**config.mk**
```make
export PLATFORM = sky130hd
export DESIGN_NAME = fifo_stream_writer
export DESIGN_NICKNAME = d
export VERILOG_FILES = /design/src/rtl/fifo_stream_writer.sv
export SDC_FILE = /design/constraint.sdc
export NUM_CORES = 1
export LEC_CHECK = 0
export CAP_MARGIN = 40
export CORE_MARGIN = 2
export CORE_UTILIZATION = 50
export CTS_CLUSTER_DIAMETER = 120
export DETAILED_ROUTE_END_ITERATION = 8
export GPL_TIMING_DRIVEN = 0
export PLACE_DENSITY = 0.89
export REMOVE_ABC_BUFFERS = 1
export SYNTH_ARGS = -nofsm -noshare
export SYNTH_HDL_FRONTEND = slang
export SYNTH_SLANG_ARGS = --single-unit
```
**constraint.sdc**
```tcl
create_clock -name clk -period 3.56 [get_ports clk]
set_input_delay 0.712 -clock clk [delete_from_list [all_inputs] [get_ports clk]]
set_output_delay 0.712 -clock clk [all_outputs]
set_load 0.005 [all_outputs]
```
**src/rtl/fifo_stream_writer.sv**
```systemverilog
// rtl/fifo_stream_writer.sv - valid/ready stream to FIFO write port with 2-entry skid buffer
// Optional stall counter enabled by FSW_STALL_CNT_EN.
module fifo_stream_writer #(
  parameter int DW    = 8,
  parameter int CNT_W = 16
) (
  input  logic             clk,
  input  logic             w_rst,
  input  logic             s_valid,
  input  logic [DW-1:0]    s_data,
  input  logic             s_last,
  output logic             s_ready,
  input  logic             fifo_full,
  output logic             fifo_w_en,
  output logic [DW-1:0]    fifo_data,
  output logic             in_frame,
  output logic [CNT_W-1:0] frame_cnt,
  output logic [CNT_W-1:0] stall_cnt
);

  typedef enum logic {IDLE, FRAME} state_t;

  state_t        state;
  logic [DW-1:0] data0, data1;
  logic          last0, last1;
  logic [1:0]    count, count_next;
  logic          accept, pop;

  assign accept    = s_valid & s_ready;
  assign pop       = (count != 2'd0) & ~fifo_full;
  assign fifo_w_en = pop;
  assign fifo_data = data0;
  assign in_frame  = (state == FRAME);

  always_comb begin
    count_next = count;
    if (accept && !pop)
      count_next = count + 2'd1;
    else if (!accept && pop)
      count_next = count - 2'd1;
  end

  // Entry 0 is always the head; a pop shifts entry 1 forward, and an incoming
  // word lands in whichever slot is first free after that shift.
  always_ff @(posedge clk or posedge w_rst) begin
    if (w_rst) begin
      data0 <= '0;
      last0 <= 1'b0;
      data1 <= '0;
      last1 <= 1'b0;
    end else begin
      if (pop) begin
        data0 <= data1;
        last0 <= last1;
      end
      if (accept) begin
        if (count == 2'd0 || (count == 2'd1 && pop)) begin
          data0 <= s_data;
          last0 <= s_last;
        end else begin
          data1 <= s_data;
          last1 <= s_last;
        end
      end
    end
  end

  always_ff @(posedge clk or posedge w_rst) begin
    if (w_rst) begin
      count     <= 2'd0;
      s_ready   <= 1'b0;
      state     <= IDLE;
      frame_cnt <= '0;
    end else begin
      count   <= count_next;
      s_ready <= (count_next <= 2'd1);
      if (pop && last0)
        frame_cnt <= frame_cnt + 1'b1;
      case (state)
        IDLE:    if (accept && !s_last) state <= FRAME;
        FRAME:   if (accept && s_last)  state <= IDLE;
        default: state <= IDLE;
      endcase
    end
  end

`ifdef FSW_STALL_CNT_EN
  always_ff @(posedge clk or posedge w_rst) begin
    if (w_rst)
      stall_cnt <= '0;
    else if (count != 2'd0 && fifo_full && stall_cnt != {CNT_W{1'b1}})
      stall_cnt <= stall_cnt + 1'b1;
  end
`else
  assign stall_cnt = '0;
`endif

endmodule

```
==> results by group <==
Routing
  • Post-route ant nets: 0
  • Final wirelength: 2.94 mm
  • Drt wl/cell: 12.0 um
  • Drt drc: 0
  • Vias: 1189
  • Drt pass-1 iters: 4
  • Initial DRC Count: 48
  • Via density per instance: 4.87

Power
  • Power, Total: 0.00156 W
  • Total leakage power: 1.01 nW
  • PwrDens: 695 nW/um2
  • Peak supply drop: 399 uV

Global routing
  • Vias in the first global route: 1176
  • Initial antenna violation count: 0
  • GRT Total Usage: 16.2%
  • Total grt overflow: 0
  • Largest net degree at the start of global routing: 39
  • First-pass GRT wire length: 5.11 mm

Die
  • Die area: 4120 um2
  • # rows: 21
  • IO Pins: 56
  • Die W: 64.2 um
  • Core area: 3420 um2
  • Die Ht: 64.2 um
  • Initial core utilization: 53.1%

Clocking
  • CTS tree: built
  • H-tree depth: 2
  • Sink Count: 38
  • Clock Pin Slew Worst Setup and Hold Paths: 0.10 ns
  • Clock root buffer: clkbuf_4
  • Post CTS Setup Buffer Count: 0
  • PostCTS Resize Cnt: 0
  • Clock tree buffer depth: 2
  • # hold bufs at CTS: 0
  • Worst-Skew Late Latency: 0.34 ns
  • Total CTS buffers: 5

Logic synthesis
  • Mapped Area: 1810 um2
  • Post-synthesis sequential area ratio: 52.4%
  • Syn avg cell area: 11.7 um2
  • Cell count after synthesis: 155
  • Netlist cell types: 28
  • Synth Register Bits: 38
  • Yosys Warn Count: 0

Layout
  • Utilization after layout: 65.5%
  • Fraction of final layout cells sized beyond drive strength 1: 12.1%
  • Final Non-Filler Cells: 244
  • Filler Cell Count: 281
  • Commonest non-fill, non-tap cells in the layout: clkdlybuf4s50_1, dfrtp_1, conb_1, xnor2_1, nor2_1
  • Ant diodes: 0
  • Commonest non-fill, non-tap cell in the layout: clkdlybuf4s50_1
  • Area grow syn2layout: 23.4%
  • Final #Nets: 213
  • Fin area: 2240 um2

STA
  • Slew headroom: 44.3%
  • Final setup viols: 0
  • Post-layout min period: 3.24 ns
  • Final period util: 90.9%
  • Slew @ Worst Pin: 0.835 ns
  • RSZ-0062 raised after global routing: false
  • Achievable clock frequency: 309 MHz
  • Setup TNS: 0 ns
  • Final Hold Fails: 0
  • Clk_skew: 0.00811 ns
  • Slew Viols, Final: 0

Setup path
  • Reg2Reg Launch Point: count[0]
  • R2r setup slk: 1.42 ns
  • Reg-to-reg endpoint: count[1]
  • Crit path from: fifo_full
  • CP required: 2.85 ns
  • Worst setup EP type: output port
  • R2r worst-path depth: 6
  • Maximum fanout along the worst path: 15
  • Worst setup SP type: primary input
  • Crit path to: fifo_w_en
  • Data arrival, critical path: 2.52 ns
  • Setup Crit Path Kind: in2out

Place
  • # placed instances: 236
  • IO Port Bufs: 39
  • HPWL Detailed: 2.13 mm
  • Post-placement cell area: 2180 um2
  • Placer congestion estimate: 0.758

Job
  • Max Cap Viol: 0

Worst hold path
  • Tightest Hold Check Type: reg2reg
  • Hold Crit Depth: 1

Outcome
  • Status: finished, final reports clean
-- final cells by class --
type	instances	area (um2)	area share (%)
Clock buffer	7	55.1	2.46
Clock inverter	1	5.00	0.224
Inverter	3	11.3	0.503
Multi-Input combinational cell	110	767	34.3
Sequential cell	38	951	42.5
Tap cell	46	57.6	2.57
Timing Repair Buffer	39	390	17.4
-- cell usage after synthesis --
master     n  area, um2
xnor2_1   12        105
nor2b_1    2       12.5
nand4_2    1       12.5
and4_1     1       8.76
nor2_2     1       6.26
nand2_1    9       33.8
ha_1       3       37.5
o21ai_0    1       5.00
mux2_2    10        113
o31ai_1    1       7.51
o21bai_2   1       11.3
nor3b_4    1       18.8
dfrtp_1   38        951
buf_2      1       5.00
nand3_1    3       15.0
inv_1      3       11.3
buf_4     18        135
nor3_4     1       16.3
a21oi_1   10       50.1
and3_1     5       31.3
nand4_1    4       25.0
xor2_1     4       35.0
o211ai_1   1       7.51
mux2i_1    9       90.1
conb_1     1       3.75
nor2_1    12       45.0
and4_4     1       11.3
o31a_1     1       8.76
-- state kept, by name, indices dropped and copies added, names as in the netlist, named ones only --
register and count:
frame_cnt 16, s_ready 1, count 2, last0 1
data1 8, last1 1, fifo_data 8
-- stage by stage --
| step | hold slack, ns | setup slack, ns |
|---|---|---|
| floorplan | 0.468 | 1.61 |
| global placement | 0.462 | 0.322 |
| detailed placement | 0.466 | 0.324 |
| CTS | 0.481 | 0.303 |
| global route | 0.510 | 0.213 |
| finish | 0.474 | 0.325 |
-- cell families (layout without fill, tap and decap cells) --
| family | Yosys count | count (layout) | synth area share, % |
|---|---|---|---|
| xor+xnor | 16 | 16 | 7.73 |
| fa+ha+maj | 3 | 3 | 2.07 |
| buf+inv | 22 | 50 | 8.35 |
| other cells | 1 | 16 | 0.207 |
| mux | 19 | 19 | 11.2 |
| flops | 38 | 38 | 52.4 |
| compound gates | 15 | 15 | 4.97 |
| simple gates | 41 | 41 | 13.0 |
-- critical path, stage by stage --
cell             delay [ns]
clkdlybuf4s50_1        0.49
nor2_2                 0.67
clkdlybuf4s50_1        0.64
-- how the worst min path moves through the flow --
stage / startpoint / to / slack [ns]
after floorplan: frame_cnt[15] / frame_cnt[15] / 0.47
after global placement: frame_cnt[15] / frame_cnt[15] / 0.46
final: frame_cnt[15] / frame_cnt[15] / 0.47
after detailed placement: frame_cnt[15] / frame_cnt[15] / 0.47
after global routing: frame_cnt[15] / frame_cnt[15] / 0.51
after CTS: frame_cnt[15] / frame_cnt[15] / 0.48
-- layer usage --
| metal | global-route usage (%) | up-vias | share of wire [%] |
|---|---|---|---|
| met5 | 0 | - | 0 |
| met4 | 5.85 | 0 | 1.4 |
| met3 | 6.51 | 6 | 7.4 |
| met2 | 26.8 | 46 | 47 |
| met1 | 18.9 | 555 | 44 |
| li1 | - | 582 | - |
-- where the power goes --
group / internal [W] / leakage [nW] / total [W] / switching [W]
logic: 0.000374 / 0.500 / 0.000627 / 0.000253
clock network: 0.0000957 / 0.0353 / 0.000231 / 0.000135
registers: 0.000591 / 0.472 / 0.000698 / 0.000107
total: 0.00106 / 1.01 / 0.00156 / 0.000495
Power figures use the tool's default switching activity.
==> variant 1: new RTL, same flow settings <==
Add a define of `FSW_STALL_CNT_EN`.
--- a/src/rtl/fifo_stream_writer.sv
+++ b/src/rtl/fifo_stream_writer.sv
@@ -1,4 +1,6 @@
 // rtl/fifo_stream_writer.sv - valid/ready stream to FIFO write port with 2-entry skid buffer
 // Optional stall counter enabled by FSW_STALL_CNT_EN.
+`define FSW_STALL_CNT_EN
+
 module fifo_stream_writer #(
   parameter int DW    = 8,
Formal check against the unedited RTL: not equivalent (a bounded check fails within 4 cycles, from zero or initial values and one cycle with w_rst high).
==> variant 1 against the unedited design <==
Utilization is 2.1 points higher; total power is 43% higher; sequential power is 46% higher; worst setup slack better by 0.26 ns; count of clock-buffer cells in the layout is 2 lower; routed wire length is 65% higher; synthesized area is 38% higher; sequential cell count is 16 higher; clock skew is 0.00089 ns higher; die area is 36% higher; critical path depth is 1 higher; synthesized cell count is 36% higher; design area is 45% higher; first-iteration DRC count grew to 2.6 times the old value; largest cell class unchanged.
==> variant 1: results <==
export IMPL_nets=288
export IMPL_pg_clk_uw=322
export IMPL_startpoint="fifo_full"
export IMPL_clock_root_buffer="clkbuf_8"
export IMPL_antenna_found_initial=0
export IMPL_clock_latency_ns=0.31
export IMPL_drt_wirelength_per_cell_um=14.3
export IMPL_nFillCells=393
export IMPL_synthTopCellsByArea="dfrtp_1 54%, xnor2_1 6.3%, mux2_2 4.9%"
export IMPL_drt_iter0_markers=127
export IMPL_crit_family="buffers and inverters"
export IMPL_vias=1798
export IMPL_place_ws_ns=0.571
export IMPL_place_congestion=0.818
export IMPL_pg_comb_uw=882
export IMPL_synthXorXnorAreaFrac=0.108
export IMPL_ys_seq_area_frac=0.540
export IMPL_p_int_mw=1.49
export IMPL_place_inst=331
export IMPL_p_leak_nw=1.36
export IMPL_reg2reg_slack_ns=1.57
export IMPL_cts_setup_buffers=0
export IMPL_arrival_ns=2.26
export IMPL_status="complete, no violations"
export IMPL_grt_pass1_vias=1732
export IMPL_drive_above_1_share=0.111
export IMPL_grt_pass1_wl_mm=8.16
export IMPL_placed_area_um2=3160
export IMPL_grt_start_max_net_pins=38
export IMPL_ys_top_cells_by_count="54 x dfrtp_1, 18 x xnor2_1, 16 x nor2_1"
export IMPL_portBuffers=55
export IMPL_r2r_start="count[0]"
export IMPL_synth_compound_area_frac=0.0535
export IMPL_largestRegisters="frame_cnt x16, stall_cnt x16"
export IMPL_ys_async_sr_fraction=1.00
export IMPL_whs_ns=0.488
export IMPL_cts_hold_buf=0
export IMPL_ir_drop_mv=0.398
export IMPL_reg2reg_to="frame_cnt[14]"
export IMPL_max_freq_ghz=0.336
export IMPL_fin_skew_ns=0.00900
export IMPL_worstMarginPinSlew_ns=0.745
export IMPL_max_stage_delay_ns=0.54
export IMPL_place_detailed_hpwl_mm=3.58
export IMPL_min_path_type="reg -> reg"
export IMPL_grt_usage=0.192
export IMPL_yosysUniqueCellTypes=36
export IMPL_vias_per_cell=5.32
export IMPL_synth_cells=211
export IMPL_crit_fanout=13
export IMPL_muxShareOfSynthArea=0.0895
export IMPL_synthAdderAreaFrac=0.0200
export IMPL_worstHoldPathCells=1
export IMPL_ctsResizeCount=0
export IMPL_cts_buffer_depth=2
export IMPL_sw_frac_of_total=0.328
export IMPL_crit_slowest_cell="clkdlybuf4s50_1"
export IMPL_cp_endpoint="fifo_w_en"
==> variant 1: changes by cell type after synthesis, moves of 6 or more <==
cell	delta
buf_4	-18
dfrtp_1	+16
nand3_1	+7
nand4_1	+6
xnor2_1	+6
xor2_1	+9
==> variant 1: metal layers <==
| metal | track usage | share of wire | vias up |
|---|---|---|---|
| li1 | - | - | 869 |
| met4 | 0.0675 | 0.016 | 0 |
| met5 | 0 | 0 | - |
| met3 | 0.0455 | 0.040 | 7 |
| met1 | 0.259 | 0.46 | 882 |
| met2 | 0.307 | 0.48 | 40 |
==> variant 1: layout make-up <==
type                            count  area [um^2]  area share
Sequential cell                    54         1350       0.418
Multi-Input combinational cell    149         1120       0.346
Inverter                            4         15.0     0.00464
Tap cell                           67         83.8      0.0259
Clock inverter                      2         10.0     0.00309
Timing Repair Buffer               57          586       0.181
Clock buffer                        5         68.8      0.0213
==> variant 2: new RTL, config.mk and constraints unchanged <==
Without the edit above. Put one more register stage on the output `frame_cnt`, without a reset. The value now appears one clock later. The other outputs are not delayed to match.
--- a/src/rtl/fifo_stream_writer.sv
+++ b/src/rtl/fifo_stream_writer.sv
@@ -20,4 +20,6 @@
 
   typedef enum logic {IDLE, FRAME} state_t;
+
+  logic [CNT_W-1:0] frame_cnt_s0;
 
   state_t        state;
@@ -71,10 +73,10 @@
       s_ready   <= 1'b0;
       state     <= IDLE;
-      frame_cnt <= '0;
+      frame_cnt_s0 <= '0;
     end else begin
       count   <= count_next;
       s_ready <= (count_next <= 2'd1);
       if (pop && last0)
-        frame_cnt <= frame_cnt + 1'b1;
+        frame_cnt_s0 <= frame_cnt_s0 + 1'b1;
       case (state)
         IDLE:    if (accept && !s_last) state <= FRAME;
@@ -96,4 +98,8 @@
 `endif
 
+  always_ff @(posedge clk) begin
+    frame_cnt <= frame_cnt_s0;
+  end
+
 endmodule
 
Formal check against the unedited RTL: not equivalent (a bounded check fails within 4 cycles, from zero or initial values and one cycle with w_rst high).
==> variant 2 against the unedited design <==
Synthesized area rose by 18%; critical path type unchanged; via count rose by 8.6%; global-route usage fell by 1.4 points; highest routed layer unchanged; routed wire length increased by 9.6%; combinational power grew 0.6%; worst setup slack better by 0.058 ns; sequential cell count is 16 higher; cell count increased by 10%; sequential power is 30% higher; total power is 22% higher; clock power is 55% higher; design area is 17% higher.
==> variant 2: results <==
export IMPL_use_met3=0.0625
export IMPL_yosysUniqueCellTypes=29
export IMPL_grt_usage=0.147
export IMPL_clock_root_buffer="clkbuf_8"
export IMPL_grt_pass1_wl_mm=5.49
export IMPL_ys_seq_area_frac=0.592
export IMPL_place_inst=261
export IMPL_fin_skew_ns=0.00596
export IMPL_clock_latency_ns=0.31
export IMPL_hold_viol=0
export IMPL_cts_setup_buffers=0
export IMPL_reg2reg_slack_ns=1.43
export IMPL_wl_met1_mm=1.33
export IMPL_max_freq_ghz=0.315
export IMPL_p_int_mw=1.33
export IMPL_max_stage_delay_ns=0.65
export IMPL_met1_usage=0.159
export IMPL_hold_start="frame_cnt_s0[11]"
export IMPL_p_clk_frac=0.189
export IMPL_crit_fanout=15
export IMPL_slew_headroom=0.447
export IMPL_placed_area_um2=2520
export IMPL_h_tree_depth=2
export IMPL_multi_input_area_um2=777
export IMPL_place_congestion=0.753
export IMPL_grt_start_max_net_pins=39
export IMPL_cts_buffer_depth=2
export IMPL_nFillCells=333
export IMPL_worstHoldPathCells=0
export IMPL_antenna_cells=0
export IMPL_crit_slowest_cell="nor2_2"
export IMPL_use_met2=0.245
export IMPL_nets=234
export IMPL_drt_iter0_markers=68
export IMPL_drt_wirelength_per_cell_um=12.0
export IMPL_drive_above_1_share=0.123
export IMPL_place_detailed_hpwl_mm=2.33
export IMPL_arrival_ns=2.47
export IMPL_r2r_start="count[0]"
export IMPL_ys_async_sr_fraction=0.704
export IMPL_place_ws_ns=0.357
export IMPL_synth_cells=175
export IMPL_ys_top_cells_by_count="38 x dfrtp_1, 17 x buf_4, 16 x dfxtp_1, 16 x nor2_1"
export IMPL_maxUsedRoutingLayer="met4"
export IMPL_whs_ns=0.396
export IMPL_holdPathEnd="frame_cnt[11]"
export IMPL_vias_per_cell=4.80
export IMPL_vias=1291
export IMPL_pwr_share_comb=0.333
export IMPL_synthTopCellsByArea="dfrtp_1 44%, dfxtp_1 15%, buf_4 5.9%"
export IMPL_wl_met2_mm=1.56
export IMPL_met3WireLength_um=271
export IMPL_status="complete, no violations"
export IMPL_pg_clk_uw=359
export IMPL_ir_drop_mv=0.406
export IMPL_reg2reg_to="s_ready"
export IMPL_largestRegisters="frame_cnt x16, frame_cnt_s0 x16"
export IMPL_p_leak_nw=1.16
export IMPL_min_path_type="reg -> reg"
## variant 2: logic make-up after synthesis
logic type,synth area share
XOR/XNOR,0.0653
multiplexers,0.0944
adder cells (fa/ha/maj),0.0175
other,0.00175
flip-flops,0.592
AND/OR/NAND/NOR,0.115
AO/OA/AOI/OAI,0.0420
buffers and inverters,0.0723
## variant 2: area by class of cell
type / count / area share
sequential: 54 / 0.485
multi-input combinational: 112 / 0.296
timing repair buffer: 39 / 0.149
clock buffer: 6 / 0.0315
tap: 50 / 0.0239
inverter: 6 / 0.00859
clock inverter: 2 / 0.00573
## variant 2: how the worst max path moves through the flow
stage               depth (start not counted)      start         to
CTS                                         3  fifo_full  fifo_w_en
finish                                      3  fifo_full  fifo_w_en
global route                                3  fifo_full  fifo_w_en
global placement                            3  fifo_full  fifo_w_en
detailed placement                          3  fifo_full  fifo_w_en
floorplan                                   3   count[0]  fifo_w_en
## variant 2: critical path: cells and delay by family
family	cells	cell delay, ns
buffers and inverters	2	1.09
and+or+nand+nor	1	0.65
